File: src/rtl/ones_pattern_gen.sv
// Enumerates every DATA_WIDTH-bit word with exactly k ones, ascending, over valid/ready.
// Define ONES_GEN_SELFCHECK_EN to build the popcount/ordering checker behind chk_err.
module ones_pattern_gen #(
    parameter int unsigned DATA_WIDTH = 16
) (
    input  logic                          clk,
    input  logic                          reset,
    input  logic                          start,
    input  logic [$clog2(DATA_WIDTH):0]   k_in,
    output logic                          busy,
    output logic [DATA_WIDTH-1:0]         dout,
    output logic                          dout_valid,
    input  logic                          dout_ready,
    output logic                          dout_last,
    output logic                          k_err,
    output logic                          chk_err
);

    localparam int unsigned KW = $clog2(DATA_WIDTH) + 1;
    localparam logic [DATA_WIDTH-1:0] One = {{(DATA_WIDTH-1){1'b0}}, 1'b1};

    typedef enum logic [0:0] {StIdle, StRun} state_e;

    state_e                state_q, state_d;
    logic [KW-1:0]         k_q, k_d;
    logic [DATA_WIDTH-1:0] dout_q, dout_d;
    logic                  valid_q, valid_d;
    logic                  k_err_q, k_err_d;

    logic [DATA_WIDTH-1:0] first_pat, last_pat, lowest, ripple, next_pat;
    logic [KW-1:0]         tz;
    logic                  xfer, k_bad, last_word;

    always_comb begin
        first_pat = '0;
        last_pat  = '0;
        for (int i = 0; i < int'(DATA_WIDTH); i++) begin
            first_pat[i] = (i < int'(k_in));
            last_pat[i]  = (i >= int'(DATA_WIDTH) - int'(k_q));
        end
    end

    // Trailing-zero count stands in for the division by the lowest set bit.
    always_comb begin
        tz = '0;
        for (int i = int'(DATA_WIDTH) - 1; i >= 0; i--) begin
            if (dout_q[i]) tz = KW'(i);
        end
    end

    assign lowest    = dout_q & (~dout_q + One);
    assign ripple    = dout_q + lowest;
    assign next_pat  = ripple | (((ripple ^ dout_q) >> 2) >> tz);
    assign last_word = valid_q && (dout_q == last_pat);
    assign xfer      = valid_q && dout_ready;
    assign k_bad     = int'(k_in) > int'(DATA_WIDTH);

    always_comb begin
        state_d = state_q;
        k_d     = k_q;
        dout_d  = dout_q;
        valid_d = valid_q;
        k_err_d = 1'b0;
        unique case (state_q)
            StIdle: begin
                if (start) begin
                    if (k_bad) begin
                        k_err_d = 1'b1;
                    end else begin
                        k_d     = k_in;
                        dout_d  = first_pat;
                        valid_d = 1'b1;
                        state_d = StRun;
                    end
                end
            end
            StRun: begin
                if (xfer) begin
                    if (last_word) begin
                        valid_d = 1'b0;
                        state_d = StIdle;
                    end else begin
                        dout_d = next_pat;
                    end
                end
            end
            default: state_d = StIdle;
        endcase
    end

    always_ff @(posedge clk or posedge reset) begin
        if (reset) begin
            state_q <= StIdle;
            k_q     <= '0;
            dout_q  <= '0;
            valid_q <= 1'b0;
            k_err_q <= 1'b0;
        end else begin
            state_q <= state_d;
            k_q     <= k_d;
            dout_q  <= dout_d;
            valid_q <= valid_d;
            k_err_q <= k_err_d;
        end
    end

    assign busy       = (state_q == StRun);
    assign dout       = dout_q;
    assign dout_valid = valid_q;
    assign dout_last  = last_word;
    assign k_err      = k_err_q;

`ifdef ONES_GEN_SELFCHECK_EN
    logic [KW-1:0] pop;
    logic          chk_bad;
    logic          chk_err_q;

    always_comb begin
        pop = '0;
        for (int i = 0; i < int'(DATA_WIDTH); i++) begin
            pop = pop + KW'(dout_q[i]);
        end
        chk_bad = xfer && (state_q == StRun) &&
                  ((pop != k_q) || (!last_word && (next_pat <= dout_q)));
    end

    always_ff @(posedge clk or posedge reset) begin
        if (reset) begin
            chk_err_q <= 1'b0;
        end else begin
            chk_err_q <= chk_err_q | chk_bad;
        end
    end

    assign chk_err = chk_err_q;
`else
    assign chk_err = 1'b0;
`endif

endmodule

File: config.mk
export PLATFORM = sky130hd
export DESIGN_NAME = ones_pattern_gen
export DESIGN_NICKNAME = d
export VERILOG_FILES = /design/src/rtl/ones_pattern_gen.sv
export SDC_FILE = /design/constraint.sdc
export NUM_CORES = 1
export LEC_CHECK = 0
export ABC_AREA = 1
export CORE_ASPECT_RATIO = 1.75
export CORE_MARGIN = 2
export CORE_UTILIZATION = 60
export DETAILED_ROUTE_END_ITERATION = 12
export PLACE_DENSITY = 0.83
export SLEW_MARGIN = 20
export SYNTH_ARGS = -nofsm -noshare
export SYNTH_HDL_FRONTEND = slang
export SYNTH_SLANG_ARGS = --single-unit
File: constraint.sdc
create_clock -name clk -period 3.6 [get_ports clk]
set_input_delay 0.72 -clock clk [delete_from_list [all_inputs] [get_ports clk]]
set_output_delay 0.72 -clock clk [all_outputs]
set_load 0.02 [all_outputs]
# [After elaboration in Yosys (flattened, before gate mapping)]
# Index checks and enable logic that the tools add are counted.
[word_totals] ff_bits=24 in_bits=9
[op_classes] addsub=3 magnitude_cmp=33 eq_ne=6 n_shift=1 n_mux=34 n_bitwise=6 reduce_logical=5
[op_table] operator="$mux 5" n=15
[op_table] operator="$mux 16" n=4
[op_table] operator="$ge 5x6->1 const A" n=8
[op_table] operator="$lt 4x5->1 const A" n=8
[op_table] operator="$pmux 16 s2" n=1
[op_table] operator="$ge 4x6->1 const A" n=4
[op_table] operator="$lt 3x5->1 const A" n=4
[op_table] operator="$add 16x1->16 const B" n=1
[op_table] operator="$add 16x16->16" n=1
[op_table] operator="$and 16x16->16" n=1
[op_table] operator="$eq 16x16->1" n=1
[op_table] operator="$not 16->16" n=1
[op_table] operator="$or 16x16->16" n=1
[op_table] operator="$shr 14x5->16" n=1
[op_table] operator="$xor 16x16->16" n=1
[op_table] operator="$ge 3x6->1 const A" n=2
[op_table] operator="$mux 1" n=11
[op_table] operator="$lt 1x5->1 const A" n=2
[op_table] operator="$lt 2x5->1 const A" n=2
[op_table] operator="$ne 2x2->1 const B" n=4
[op_table] operator="$reduce_and 4->1" n=2
[op_table] operator="$ge 1x6->1 const A" n=1
[op_table] operator="$ge 2x6->1 const A" n=1
[op_table] operator="$sub 5x5->6 const A" n=1
[op_table] operator="other kinds (7)" n=10

# [Logic depth before layout (Yosys ltp)]
[logic_depth] word_depth=21 ltp_mapped=26

# [Worst setup path before layout]
# No wires, ideal clock.
[synth_timing] path_kind="register to output" start="reg k_q[1]" end="out dout_last" arrival_ns=2.159 t_required_ns=2.880 slack_ns=0.721 stages_incl_launch_ff=12 path_buffers=0 cell_sequence="dfrtp_1 inv_1 ha_1 nand3_4 xor2_4 nor2_4 a21oi_4 o21ai_2 xor2_1 nor3_2 nand3_2 nor2_1"
[synth_between] elab_chain_cells=4 word_cells_on_any_way=19 cone_classes="add/sub: 1; order compare: 16; eq/ne: 1; reduce/logical: 1"
[synth_rtl] item="from (decl)" line_no="25" text="logic [KW-1:0] k_q, k_d;"
[synth_rtl] item="from (signal assigned)" line_no="100" text="k_q <= k_d;"
[synth_rtl] item="$sub 5x5->6 *" line_no="39" text="last_pat[i] = (i >= int'(DATA_WIDTH) - int'(k_q));"
[synth_rtl] item="$ge 1x6->1, or another cell as far along" line_no="39"
[synth_rtl] item="$eq 16x16->1 *" line_no="54" text="assign last_word = valid_q && (dout_q == last_pat);"
[synth_rtl] item="$logic_and 1x1->1 *" line_no="54"
[synth_rtl] item="to (decl)" line_no="14" text="output logic dout_last,"
# Every way passes the cells marked *; elsewhere a longest branch is shown, timed or not.

# [Worst setup path in the final report]
[layout_timing] start="reg k_q[0]" end="out dout_last"
# The elaborated chain is that of the path after synthesis.

==> summary.md <==
| Metric | Value |
|---|---|
| Synth cell types | `49` |
| CP max stage delay | `0.42 ns` |
| Layout cell share with drive strength beyond 1 | `10.2%` |
| Core area | `0.00550 sq mm` |
| WHS Path Cells | `2` |
| H-tree depth | `1` |
| Worst Setup End Kind | `primary output` |
| DP Wirelength | `9180 microns` |
| Period minus WS final | `3.41 ns` |
| Gr usage total | `37.9%` |
| Status | `finished clean` |
| Antenna violations before repair | `0` |
| GRT busiest layer | `met2` |
| Clock Skew | `0.00823 ns` |
| Routed wire length | `11,400 microns` |
| Routed len/inst | `16.7 microns` |
| I/O Buffers | `28` |
| Area after DPL | `0.00369 sq mm` |
| Dominant cell type by area after synthesis | `nand2_1` |
| Final GP Congestion | `0.918` |
| Post-route ant nets | `0` |
| Hold Path Class | `reg2reg` |
| Hold endpoint | `dout_valid` |
| GRT overflow | `0` |
| Fin crit share | `94.8%` |
| Fin. Hold Viols | `0` |
| Largest net degree at the start of global routing | `25` |
| Count of final setup violators | `0` |
| Yosys top cell area share | `19.4%` |
| Die Area | `0.00624 sq mm` |
| Num rows | `36` |
| Design Area, Final | `0.00376 sq mm` |
| Area Growth Syn to Fin | `12.1%` |
| Starting DRC count in detailed routing | `270` |
| Final Max Tran Viols | `0` |
| Global routing met2 resource utilization | `69.3%` |
| ANT cells | `0` |
| Commonest cells after routing, fill and taps aside | `nand2_1, nor2_1, inv_1` |
| RSZ-0062 raised after global routing | `false` |
| Initial Util | `61.1%` |
| Hold Crit Start | `dout_valid` |
| Worst Setup Start Kind | `flop` |
| Worst hold slack | `0.532 ns` |
| Num ports | `30` |
| Most common cell after layout, fill and taps aside | `nand2_1` |
| Top_reg_cell synth | `dfrtp_1` |
| Clock buffer depth | `2` |
| Global-route wire length before repair | `17,400 microns` |
| Syn_nets | `598` |
| Capturing point of the worst reg2reg path | `dout[6]` |
| R2R Path Start | `dout[1]` |
| CTS Buf Count | `3` |
| Met3 Usage GRT | `4.89%` |
| Fin cells | `683` |
| Worst EP required | `2.88 ns` |
| Cell count after synthesis | `585` |
| Clock Latency Late Sink | `0.28 ns` |
| Post-Syn Area | `0.00336 sq mm` |
| CTS root buffer | `clkbuf_8` |
| Max VDD drop | `0.203 mV` |
| CTS tree | `yes` |
| CP arrival | `2.69 ns` |
| Synthesized flop and latch total | `24` |
| Via count | `3,968` |
| GRT met1 Usage | `37.8%` |
| P_leak | `1.81 nW` |
| Post-route DRC | `0` |
| PwrDens | `144 mW/mm^2` |
| R2R cell count | `20` |
| Die width | `60.6 microns` |
| Layout Nets | `621` |
| EDFF count, synth | `0` |
| Post-route setup TNS | `0 ns` |
| Slew margin rel. | `38.7%` |
| Yosys warns | `0` |
| Die Y | `103 microns` |
| CP max FO | `7` |
| Max stage delay cell, worst path | `dfrtp_1` |
| Dpl cells | `678` |
| Vias in the first global route | `3,697` |
| CP cell instances | `inv_2 -> ha_1 -> nand3_4 -> xor2_4 -> nor2_4 -> a21oi_4 -> o21ai_1 -> nand2_1 -> nand2_1 -> nor2_1 -> nand4_2 -> nor2_1 -> clkbuf_2` |
| Clk pin slew, worst setup/hold paths | `0.09 ns` |
| Filler cell count | `569` |
| Crit path kind | `reg2out` |
| Sequential fraction of the synthesis area | `17.9%` |
| First-pass DRT Iterations | `6` |
| Vias per cell | `5.81` |
| Maxcap violations | `0` |
| R2r setup slk | `0.56 ns` |
| Fmax | `293 MHz` |
| Slew @ Worst Pin | `0.919 ns` |
| Top cells by area, synth | `nand2_1, dfrtp_1, nand3_1` |
| Mean Syn Cell Area | `5.74 sq um` |
| Post-synth ARST share | `100%` |
| # hold bufs at CTS | `0` |
| CTS sink count | `24` |
kinds of logic (layout without fill, tap and decap cells):
| logic type | Yosys count | after routing | synth area share (%) |
|---|---|---|---|
| buffers and inverters | 89 | 111 | 10.7 |
| and+or+nand+nor | 347 | 347 | 46.6 |
| other | 1 | 1 | 0.112 |
| AOI/OAI and AO/OA | 102 | 102 | 17.7 |
| DFF | 24 | 24 | 17.9 |
| adders and majority gates | 4 | 4 | 1.49 |
| xor gates and xnor gates | 18 | 18 | 5.48 |
power by group:
part	switching, W	internal, W
clock	0.0000952	0.000149
combinational	0.0000176	0.00000969
sequential	0	0.000269
final cells by class:
type / instances / area, sq um / share of cell area (%)
clock buffers: 3 / 41.3 / 1.10
clock inverters: 1 / 30.0 / 0.798
inverters: 72 / 272 / 7.21
multi-input cells: 472 / 2400 / 63.7
flip-flops and latches: 24 / 601 / 16.0
well taps: 76 / 95.1 / 2.53
repair buffers: 35 / 328 / 8.71
synth_stat cells, types with 5 or more instances:
cell type	count
dfrtp_1	24
a21oi_1	39
nand4_1	8
nand2_1	174
clkbuf_1	8
xnor2_1	5
inv_2	9
nor3_1	8
nand2_2	5
o21ai_0	31
o21ai_1	10
nor2_2	5
nor2_1	71
xor2_1	11
nand3_1	54
inv_1	60
state kept, by name, summed over array words and instances, names as in the netlist:
register and flops:
busy 1, dout_valid 1, k_err 1, dout 16, k_q 5
how the worst max path moves through the flow:
stage	startpoint	to	slack (ns)
finish	k_q[0]	dout_last	0.19
global placement	k_q[0]	dout_last	0.18
floorplan	k_q[1]	dout_last	0.72
detailed placement	k_q[0]	dout_last	0.1
CTS	k_q[0]	dout_last	0.07
global route	k_q[0]	dout_last	0.02
per-layer routing:
metal | vias up | routed length [microns]
met3 | 52 | 627
met2 | 157 | 5930
met5 | - | 0
li1 | 1931 | -
met4 | 0 | 839
met1 | 1828 | 4000
timing repair:
action,in CTS,in global routing
setup endpoints to repair,1,1
resized for setup,1,2
setup buffers,1,0
pin swaps,1,0
worst max-delay path, delay by kind of cell, from the launching register on:
kind            cells  cell delay, ns
fa+ha+maj           1            0.29
xor+xnor            1            0.23
compound gates      2            0.37
flops               1            0.42
buf+inv             2            0.32
simple gates        7            0.80
stage by stage:
step           util (%)  setup WS, ns  power [W]
2_1_floorplan         -         0.721   0.000287
3_3_place_gp       67.2         0.182   0.000301
3_5_place_dp       67.2        0.0995   0.000302
4_1_cts            68.6        0.0670   0.000539
5_1_grt            68.5        0.0164   0.000552
6_report           68.5         0.187   0.000541
Power figures use the tool's default switching activity.
